$ cat config.mk
export PLATFORM = sky130hd
export DESIGN_NAME = mac_pattern_detect
export DESIGN_NICKNAME = d
export VERILOG_FILES = /design/src/rtl/mac_pattern_detect.sv
export SDC_FILE = /design/constraint.sdc
export NUM_CORES = 1
export LEC_CHECK = 0
export ABC_AREA = 1
export CAP_MARGIN = 10
export CELL_PAD_IN_SITES_DETAIL_PLACEMENT = 0
export CELL_PAD_IN_SITES_GLOBAL_PLACEMENT = 1
export CORE_UTILIZATION = 46
export CTS_CLUSTER_SIZE = 24
export DETAILED_ROUTE_END_ITERATION = 10
export PLACE_DENSITY_LB_ADDON = 0.1
export RECOVER_POWER = 25
export REMOVE_ABC_BUFFERS = 1
export SLEW_MARGIN = 10
export SYNTH_ARGS = -nofsm -noshare
export SYNTH_HDL_FRONTEND = slang
export SYNTH_SLANG_ARGS = --single-unit
export TNS_END_PERCENT = 10
$ cat constraint.sdc
create_clock -name clk -period 8.8 [get_ports clk]
set_input_delay 2.2 -clock clk [delete_from_list [all_inputs] [get_ports clk]]
set_output_delay 2.2 -clock clk [all_outputs]
set_load 0.02 [all_outputs]
$ cat src/rtl/mac_pattern_detect.sv
// ---------------------------------------------------------------------------
// mac_pattern_detect
//
// Pipelined unsigned multiply/accumulate with masked pattern and
// inverse-pattern detection, a sticky ACC overflow flag and a saturating
// count of detecting results.
//
// Build option:
//   MAC_PD_AUTORESET_EN  when defined, an ACC issued while the registered
//                        pattern_detect is high accumulates onto zero
//                        instead of onto p (terminal-count style restart).
//
// Ports:
//   clk              rising-edge clock
//   rst              synchronous active-high reset
//   in_valid         qualifies a, b, opmode this cycle
//   a, b             unsigned operands
//   opmode           00 MUL, 01 ACC, 10 CLR, 11 HOLD
//   pattern, mask    compare pattern / ignore-mask, sampled in the result stage
//   out_valid        one-cycle pulse per accepted input
//   p                result register
//   pattern_detect   (p & ~mask) == ( pattern & ~mask)
//   pattern_b_detect (p & ~mask) == (~pattern & ~mask)
//   overflow         sticky ACC carry-out, cleared by CLR or rst
//   detect_count     saturating count of detecting results
//
// Latency: an input captured on edge n updates p and pulses out_valid on
// edge n+3. The product is registered twice so the multiplier can be
// retimed; accumulation feedback stays inside the result stage.
// ---------------------------------------------------------------------------
module mac_pattern_detect #(
  parameter int A_WIDTH   = 11,
  parameter int B_WIDTH   = 11,
  parameter int P_WIDTH   = 24,
  parameter int CNT_WIDTH = 8
) (
  input  logic                 clk,
  input  logic                 rst,
  input  logic                 in_valid,
  input  logic [A_WIDTH-1:0]   a,
  input  logic [B_WIDTH-1:0]   b,
  input  logic [1:0]           opmode,
  input  logic [P_WIDTH-1:0]   pattern,
  input  logic [P_WIDTH-1:0]   mask,
  output logic                 out_valid,
  output logic [P_WIDTH-1:0]   p,
  output logic                 pattern_detect,
  output logic                 pattern_b_detect,
  output logic                 overflow,
  output logic [CNT_WIDTH-1:0] detect_count
);

  localparam int M_WIDTH = A_WIDTH + B_WIDTH;

  localparam logic [1:0] OP_MUL  = 2'b00;
  localparam logic [1:0] OP_ACC  = 2'b01;
  localparam logic [1:0] OP_CLR  = 2'b10;
  localparam logic [1:0] OP_HOLD = 2'b11;

  // Saturating increment of the detect counter.
  function automatic logic [CNT_WIDTH-1:0] sat_inc(input logic [CNT_WIDTH-1:0] c);
    return (&c) ? c : c + CNT_WIDTH'(1);
  endfunction

  // Masked equality; a mask bit of 1 removes that bit from the compare.
  function automatic logic masked_match(input logic [P_WIDTH-1:0] v,
                                        input logic [P_WIDTH-1:0] pat,
                                        input logic [P_WIDTH-1:0] msk);
    return ((v ^ pat) & ~msk) == '0;
  endfunction

  logic                 vld_p0_q, vld_p1_q, vld_p2_q;
  logic [A_WIDTH-1:0]   a_p0_q;
  logic [B_WIDTH-1:0]   b_p0_q;
  logic [1:0]           op_p0_q, op_p1_q, op_p2_q;
  logic [M_WIDTH-1:0]   prod_p0;
  logic [P_WIDTH-1:0]   m_p1_q, m_p2_q;

  logic [P_WIDTH-1:0]   p_q, p_d;
  logic [P_WIDTH-1:0]   fb;
  logic [P_WIDTH:0]     sum;
  logic                 det_q, det_d;
  logic                 detb_q, detb_d;
  logic                 ovf_q, ovf_d;
  logic [CNT_WIDTH-1:0] cnt_q, cnt_d;
  logic                 out_valid_q;

  // Valid bits are control and take the reset; a reset also drops in_valid.
  always_ff @(posedge clk) begin
    if (rst) begin
      vld_p0_q <= 1'b0;
      vld_p1_q <= 1'b0;
      vld_p2_q <= 1'b0;
    end else begin
      vld_p0_q <= in_valid;
      vld_p1_q <= vld_p0_q;
      vld_p2_q <= vld_p1_q;
    end
  end

  // ---- stage p0 -> p1: operand capture and multiply
  assign prod_p0 = M_WIDTH'(a_p0_q) * M_WIDTH'(b_p0_q);

  always_ff @(posedge clk) begin
    if (in_valid) begin
      a_p0_q  <= a;
      b_p0_q  <= b;
      op_p0_q <= opmode;
    end
    if (vld_p0_q) begin
      m_p1_q  <= P_WIDTH'(prod_p0);
      op_p1_q <= op_p0_q;
    end
    if (vld_p1_q) begin
      m_p2_q  <= m_p1_q;
      op_p2_q <= op_p1_q;
    end
  end

  // ---- stage p2 -> result: opmode apply, detect, flags
  always_comb begin
    fb = p_q;
`ifdef MAC_PD_AUTORESET_EN
    // A detecting result restarts the next accumulation from zero.
    if (det_q) fb = '0;
`endif
    sum   = {1'b0, fb} + {1'b0, m_p2_q};
    p_d   = p_q;
    ovf_d = ovf_q;
    cnt_d = cnt_q;
    case (op_p2_q)
      OP_MUL: p_d = m_p2_q;
      OP_ACC: begin
        p_d = sum[P_WIDTH-1:0];
        if (sum[P_WIDTH]) ovf_d = 1'b1;
      end
      OP_CLR: begin
        p_d   = '0;
        ovf_d = 1'b0;
      end
      OP_HOLD: p_d = p_q;
      default: p_d = p_q;
    endcase
    // Flags are computed on the value being written so they stay aligned with p.
    det_d  = masked_match(p_d, pattern, mask);
    detb_d = masked_match(p_d, ~pattern, mask);
    if (op_p2_q == OP_CLR) begin
      cnt_d = det_d ? CNT_WIDTH'(1) : '0;
    end else if (det_d) begin
      cnt_d = sat_inc(cnt_q);
    end
  end

  always_ff @(posedge clk) begin
    if (rst) begin
      out_valid_q <= 1'b0;
      p_q         <= '0;
      det_q       <= 1'b0;
      detb_q      <= 1'b0;
      ovf_q       <= 1'b0;
      cnt_q       <= '0;
    end else begin
      out_valid_q <= vld_p2_q;
      if (vld_p2_q) begin
        p_q    <= p_d;
        det_q  <= det_d;
        detb_q <= detb_d;
        ovf_q  <= ovf_d;
        cnt_q  <= cnt_d;
      end
    end
  end

  assign out_valid        = out_valid_q;
  assign p                = p_q;
  assign pattern_detect   = det_q;
  assign pattern_b_detect = detb_q;
  assign overflow         = ovf_q;
  assign detect_count     = cnt_q;

endmodule

# Word level (Yosys, flattened, before mapping)
# Index checks and enable logic that the tools add are counted.
[word_totals]
inputBits = 75
out_inout_bits = 36
reg_bits = 111
wordCells = 45
[classes]
n_reduce_logical = 8
n_eq_ne = 5
add_sub_neg = 2
muxes = 7
n_bitwise = 6
multipliers = 1
[op_table]
columns = ["operator", "count"]
rows = [
  ["$pmux W24 S4", 1],
  ["$and A24 B24 Y24", 2],
  ["$logic_not A24 Y1", 2],
  ["$not A24 Y24", 2],
  ["$xor A24 B24 Y24", 2],
  ["$add A24 B22 Y25", 1],
  ["$mux W8", 3],
  ["$mul A11 B11 Y22", 1],
  ["$add A8 B1 Y8 const B", 1],
  ["$reduce_and A8 Y1", 1],
  ["$reduce_and A3 Y1", 2],
  ["$eq A2 B2 Y1 const B", 2],
  ["$ne A2 B2 Y1 const B", 2],
  ["$reduce_bool A2 Y1", 2],
  ["$eq A2 B1 Y1 const B", 1],
  ["$logic_not A2 Y1", 1],
  ["$mux W1", 2],
  ["$pmux W1 S2", 1],
]

# Logic depth before layout (Yosys ltp)
[logic_depth]
ltp_word = 7
depth_mapped = 26
ltp_nobuf = 25

# Worst setup path after synthesis
# Ideal clock, no wire load.
[synth_timing]
kind = "reg2reg"
from = "register b_p0_q[2]"
to = "register m_p1_q[20] (data pin)"
t_arrival_ns = 4.989
slack_ns = 3.546
t_required_ns = 8.535
setup_ns = 0.265
n_path_buf = 1
stages_incl_launch_ff = 25
cell_sequence = "edfxtp_1 > clkbuf_1 > nand2_1 > fa_1 > fa_1 > fa_1 > inv_1 > fa_1 > inv_1 > fa_1 > inv_1 > ha_1 > nand2_1 > inv_1 > nand4_1 > o211ai_1 > nand2_1 > nand2_1 > a21oi_1 > o21ai_0 > a21oi_1 > o21bai_1 > nand2_1 > o21ai_0 > xor2_1"
[synth_between]
elab_chain_cells = 1
[synth_rtl]
columns = ["item", "line_no", "rtl"]
rows = [
  ["start: declaration", "74", "logic [B_WIDTH-1:0] b_p0_q;"],
  ["start signal: assignment", "107", "b_p0_q <= b;"],
  ["$mul A11 B11 Y22", "102", "assign prod_p0 = M_WIDTH'(a_p0_q) * M_WIDTH'(b_p0_q);"],
  ["named net prod_p0[20]", "76", "logic [M_WIDTH-1:0] prod_p0;"],
  ["end signal: assignment", "111", "m_p1_q <= P_WIDTH'(prod_p0);"],
  ["end: declaration", "77", "logic [P_WIDTH-1:0] m_p1_q, m_p2_q;"],
]
# The timed path passes the listed nets, and every way through them passes these cells.
# A chain may end at the register's enable or synchronous reset.

# Worst setup path after layout
[layout_timing]
from = "register a_p0_q[8]"
to = "register m_p1_q[21] (data pin)"
[layout_between]
elab_chain_cells = 1
[layout_rtl]
columns = ["item", "line_no", "rtl"]
rows = [
  ["start: declaration", "73", "logic [A_WIDTH-1:0] a_p0_q;"],
  ["start signal: assignment", "106", "a_p0_q <= a;"],
  ["$mul A11 B11 Y22", "102", ""],
  ["named net prod_p0[21]", "76", ""],
]
# The timed path passes the listed nets, and every way through them passes these cells.

==> summary.txt <==
STA
  • Crit share post-route: 0.636
  • Final slew viol count: 0
  • Setup TNS: 0 ns
  • Min Tclk post-route: 5.59 ns
  • Worst-Margin Slew: 1.12 ns
  • Fmax: 0.179 GHz
  • Slew Limit Headroom: 0.254
  • Final Hold Vio Count: 0
  • Unrepaired setup endpoints after global routing: no
  • Fin Hold WS: 0.422 ns
  • Skew final: 0.0190 ns
  • Final setup vio count: 0

Routing
  • Drt wl/cell: 13.9 um
  • Top Metal Used: met5
  • Final ANT Viol Nets: 0
  • M1 WL: 12.0 mm
  • Routed via count: 9064
  • Vias per cell: 4.81
  • Detailed Route WL: 26.2 mm
  • First drt pass iteration count: 5
  • Routed length on met2: 12.8 mm
  • DRC violations left: 0
  • DR iter-0 viols: 504
  • Wire length on met3: 1.04 mm

Clock network
  • CTS buffer count: 9
  • Hold_buf cts: 0
  • CTS Buffer Depth: 2
  • Clock sinks: 111
  • Post-CTS resize count: 0
  • Worst-skew pair later-pin latency: 0.37 ns
  • Setup Fix Bufs, Post-CTS: 0
  • Reg clk slew, reported paths: 0.08 ns
  • CTS root buf: clkbuf_16
  • CTS tree: yes
  • H-tree levels: 3

Critical path
  • Startpoint types: flip-flop
  • Critical Path Start: a_p0_q[8]$_DFFE_PP_
  • Required time worst endpoint: 8.91 ns
  • Critical path's slowest cell: edfxtp_1
  • Crit path max fanout: 11
  • Critical path's largest stage delay: 0.62 ns
  • Top delay family on crit path: adder cells
  • Top cell by count, worst path: fa_1
  • Critical path data arrival time: 5.70 ns
  • Worst Path Buf+Inv: 3
  • CP Capture Type: flip-flop
  • WS Path Type: reg2reg
  • Critical R2R Launch: a_p0_q[8]$_DFFE_PP_
  • Worst-path cell chain: nand2_1 > fa_1 > fa_1 > inv_1 > fa_1 > fa_1 > inv_1 > fa_1 > inv_1 > ha_1 > nand2_1 > o21ai_1 > a21boi_0 > o21ai_0 > a21boi_1 > o21ai_0 > a21oi_1 > nor2_1 > nor2_1 > xor2_1

Global routing
  • GR Overflow Total: 0
  • First-pass GRT wire length: 43.4 mm
  • Largest net degree at the start of global routing: 56
  • Initial antenna violation count: 2
  • GRT Overall Usage: 0.230
  • Vias in the first global route: 8879

Synthesis
  • Synthesis warning total: 0
  • Gate count after technology mapping: 1482
  • Yosys cell types: 38
  • Syn Std Cell Area: 0.0108 mm^2
  • Synth Area per Inst: 7.26 um^2
  • Seq/Total Area, Yosys: 0.273
  • FF+latch count, synth: 111

Pwr
  • Power share of the combinational group: 0.555
  • Switch share: 0.411
  • Power Density: 218 mW/mm^2
  • Reg power frac: 0.289
  • Psw: 1.11 mW
  • Clock power share: 0.157
  • P_int: 1.59 mW
  • VDD IR-drop max: 0.156 mV
  • Static Leak: 6.58 nW
  • Power Total: 2.71 mW

Floorplan
  • Chip width: 155 um
  • Num ports: 111
  • Die Y: 155 um
  • Initial Utilization: 0.473
  • Core region area: 0.0228 mm^2
  • Die area: 0.0240 mm^2
  • FP Rows: 55

Placement
  • Port-buffer cells: 110
  • Gpl congestion: 0.875
  • Final HPWL from detailed placement: 21.3 mm
  • Cells after DPL: 1868

Layout
  • NumNets Final: 1805
  • Share of layout cells above drive strength 1: 0.0318
  • Ant. Diodes: 0
  • Synthesis-to-finish area growth: 15.3%
  • Post-route insts no fill: 1884
  • Most frequent cells in the layout: nand2_1 (456), inv_1 (333), clkdlybuf4s50_1 (110)
  • Commonest non-fill, non-tap cell in the layout: nand2_1

Flow run
  • Max Cap Viol: 0

Min path
  • HP Class: reg2reg
  • Hold Crit Start: m_p1_q[15]$_DFFE_PP_

Run status
  • Status: finished, final reports clean
## stage by stage
| step | cell area (um^2) | util | setup WS [ns] |
|---|---|---|---|
| final | 12400 | 0.545 | 3.21 |
| after detailed placement | 12100 | 0.532 | 3.15 |
| after CTS | 12400 | 0.545 | 3.16 |
| after global routing | 12400 | 0.545 | 2.75 |
| after global placement | 12100 | 0.532 | 3.24 |
| after floorplan | 10600 | - | 3.67 |
## power groups by stage
stage / registers (mW) / clock network [mW] / logic, mW
6_report: 0.781 / 0.424 / 1.50
5_1_grt: 0.790 / 0.455 / 1.78
4_1_cts: 0.783 / 0.439 / 1.53
3_5_place_dp: 0.795 / 0 / 1.52
3_3_place_gp: 0.790 / 0 / 1.49
2_1_floorplan: 0.777 / 0 / 1.20
## logic make-up after synthesis
family                     Yosys count  synth area share
xor gates and xnor gates            20            0.0163
and+or+nand+nor                    690             0.271
buffers and inverters              375             0.133
adders and majority gates          164             0.247
AOI/OAI and AO/OA                  122            0.0596
DFF                                111             0.273
## flip-flops by register name, summed over array words and instances (netlist names)
register	cells
a_p0_q	11
b_p0_q	11
detect_count	8
m_p1_q	22
m_p2_q	22
op_p0_q	2
op_p1_q	2
op_p2_q	2
out_valid	1
overflow	1
p	24
pattern_b_detect	1
pattern_detect	1
vld_p0_q	1
vld_p1_q	1
vld_p2_q	1
## Yosys cell counts (all sizes together)
library cell | n | area, um^2
nand2 | 458 | 1720
inv | 335 | 1260
nand3 | 107 | 553
ha | 83 | 1040
fa | 81 | 1620
a21oi | 74 | 370
edfxtp | 72 | 2160
nor2 | 62 | 243
dfxtp | 39 | 781
o21ai | 36 | 184
clkbuf | 34 | 129
or2 | 24 | 153
nand4 | 16 | 100
xor2 | 12 | 105
nor3 | 10 | 50.1
nand3b | 9 | 67.6
xnor2 | 8 | 70.1
buf | 6 | 42.5
o21bai | 4 | 30.0
nor4 | 3 | 18.8
o211ai | 3 | 22.5
a21boi | 2 | 15.0
o22ai | 2 | 12.5
a211oi | 1 | 7.51
and2 | 1 | 6.26
## worst paths after layout
path	cells past startpoint	slack [ns]	end
max	20	3.21	m_p1_q[21]$_DFFE_PP_
min	0	0.42	m_p2_q[15]$_DFFE_PP_
max reg2reg	20	3.21	m_p1_q[21]$_DFFE_PP_
min reg2reg	0	0.42	m_p2_q[15]$_DFFE_PP_
## layout make-up
type | count | area [um^2]
Inverter | 335 | 1260
Clock buffer | 9 | 225
Clock inverter | 7 | 81.3
Timing Repair Buffer | 113 | 1120
Multi-Input combinational cell | 996 | 6390
Sequential cell | 111 | 2940
Tap cell | 313 | 392
Fill cell | 2265 | 10400
## metal layers
metal  track usage  vias to the layer above
met4        0.0420                        4
met1         0.294                     4169
met2         0.414                      156
met3        0.0320                       20
met5             0                        -
li1              -                     4715
(Power assumes the default switching activity.)
==> edit, RTL diff (same settings) <==
Put one more register stage on the output `p`, without a reset. The value now appears one clock later. The other outputs are not delayed to match. Comments in the files are not updated.
--- a/src/rtl/mac_pattern_detect.sv
+++ b/src/rtl/mac_pattern_detect.sv
@@ -174,3 +174,5 @@
   assign out_valid        = out_valid_q;
-  assign p                = p_q;
+  always_ff @(posedge clk) begin
+    p <= p_q;
+  end
   assign pattern_detect   = det_q;
Function: changed (Yosys sat finds a counterexample within 10 cycles, from zero or initial values and one cycle with rst high).
==> edit against the unedited design <==
Cell count increased by 2.1%. Worst setup slack got worse by 0.042 ns. Die area increased by 4.2%. Synthesized cell count rose by 1.1%. Global-route usage is 0.86 points higher. Wire length increased by 5.6%. Via count is 2.9% higher. Power grew 16%. Design area grew 6.0%. Synthesized area rose by 4.3%. Sequential cell count up 24. Sequential share of layout area grew 2.3 points.
==> edit: results (changes against the unedited design) <==
- Pre-Repair DR Iteration Count: 5 (unchanged)
- Worst path top cell family by delay: adder cells
- Hold_sp: fb[7]
- Synth unique cells: 40 (+5.3%)
- Worst hold slack: 0.386 ns (-0.0353 ns)
- Post-Route WL: 27600 um (+5.6%)
- Worst min path class: flip-flop to flip-flop
- Seq/Total Area, Yosys: 30.5% (+3.2 points)
- Hold Crit Endpoint: p[7]
- Vias in the first global route: 9226 (+3.9%)
- Synth Area in Compound Gates: 5.62% (-0.35 points)
- NetSw: 1.20 mW (+8.3%)
- Worst path max stage delay: 0.60 ns (-0.02 ns)
- Synth cell count leaders: nand2_1, inv_1, nand3_1
- Run status: complete, no violations
- R2R depth: 22 (+10%)
- R2R Setup Slk: 3.17 ns (-0.04 ns)
- GP Congestion: 0.856 (-2.2%)
- Clock-pin slew on the worst setup and hold paths: 0.06 ns (-0.02 ns)
- Arrival time worst endpoint: 5.81 ns (+0.11 ns)
- Initial antenna violation count: 1 (-1)
- Port Buffer Count: 110 (unchanged)
- Synth area leaders: edfxtp_1, nand2_1, fa_1, dfxtp_1, inv_1
- Largest net degree at the start of global routing: 50 (-11%)
- Max Cap Violations: 0 (unchanged)
- First-pass GRT wire length: 45200 um (+4.3%)
- DP HPWL: 22100 um (+3.7%)
- Layout cells sized above 1: 3.81% (+0.62 points)
- Max VDD drop: 0.176 mV (+13%)
- Area share of fa/ha/maj cells after synthesis: 23.7% (-1.0 points)
- Xor/xnor share of the synthesized area: 1.64% (+0.011 points)
- Initial DRC count: 358 (-29%)
- Overall Global Routing Usage: 23.8% (+0.86 points)
- H-tree depth: 4 (+1)
- Root buf cell: clkbuf_16
- Total CTS buffers: 17 (+8)
- Pleak: 6.86 nW (+4.3%)
- Post-synthesis mux area share: 0% (unchanged)
- Nets: 1829 (+1.3%)
- Vias per cell: 4.85 (+0.77%)
- Setup Skew: 0.0106 ns (-0.00839 ns)
- Post-synthesis async set-or-reset flop share: 0% (unchanged)
- Critical Path Start: a_p0_q[5]
- Crit end category: flip-flop
- Clk_lat worst skew: 0.43 ns (+0.06 ns)
- Rel. slew slack: 25.7% (+0.30 points)
==> edit: changes by cell type after synthesis, sizes merged, moves of 3 or more <==
| cell | delta |
|---|---|
| clkbuf | -3 |
| inv | -7 |
| nand3 | +3 |
| nand2 | -17 |
| o21ai | -3 |
| nor2 | +13 |
| dfxtp | +24 |
==> edit: area by class of cell <==
class,instances,area [um2]
Timing Repair Buffer,112,1120
Tap cell,319,399
Inverter,330,1240
Antenna cell,1,2.50
Clock buffer,18,439
Multi-Input combinational cell,994,6400
Sequential cell,135,3420
Clock inverter,14,148
Fill cell,2372,10500
==> edit: layer usage <==
layer / vias to the layer above / track usage (%) / wire, um
met5: - / 0 / 0
met2: 145 / 41.9 / 13700
met3: 34 / 3.78 / 894
met1: 4346 / 29.9 / 12600
met4: 0 / 7.14 / 471
li1: 4798 / - / -
==> edit: per-stage QoR <==
| stage | std cells | worst slack, ns |
|---|---|---|
| after CTS | 1922 | 3.13 |
| after global routing | 1922 | 2.77 |
| final | 1923 | 3.17 |
| after floorplan | 1459 | 3.67 |
| after detailed placement | 1890 | 3.13 |
| after global placement | 1890 | 3.22 |
==> edit: kinds of logic (layout without fill, tap and decap cells) <==
family                   after synthesis  count (layout)
XOR/XNOR                              21              21
buffers and inverters                369             474
flip-flops                           135             135
AO/OA/AOI/OAI                        119             119
AND/OR/NAND/NOR                      690             690
adder cells (fa/ha/maj)              164             164
other                                  0               1
==> edit: power groups by stage <==
stage / Sequential [mW] / Combinational [mW] / Clock (mW)
floorplan: 0.892 / 1.20 / 0
global placement: 0.906 / 1.49 / 0
detailed placement: 0.910 / 1.53 / 0
CTS: 0.897 / 1.54 / 0.746
global route: 0.905 / 1.77 / 0.769
finish: 0.897 / 1.51 / 0.729
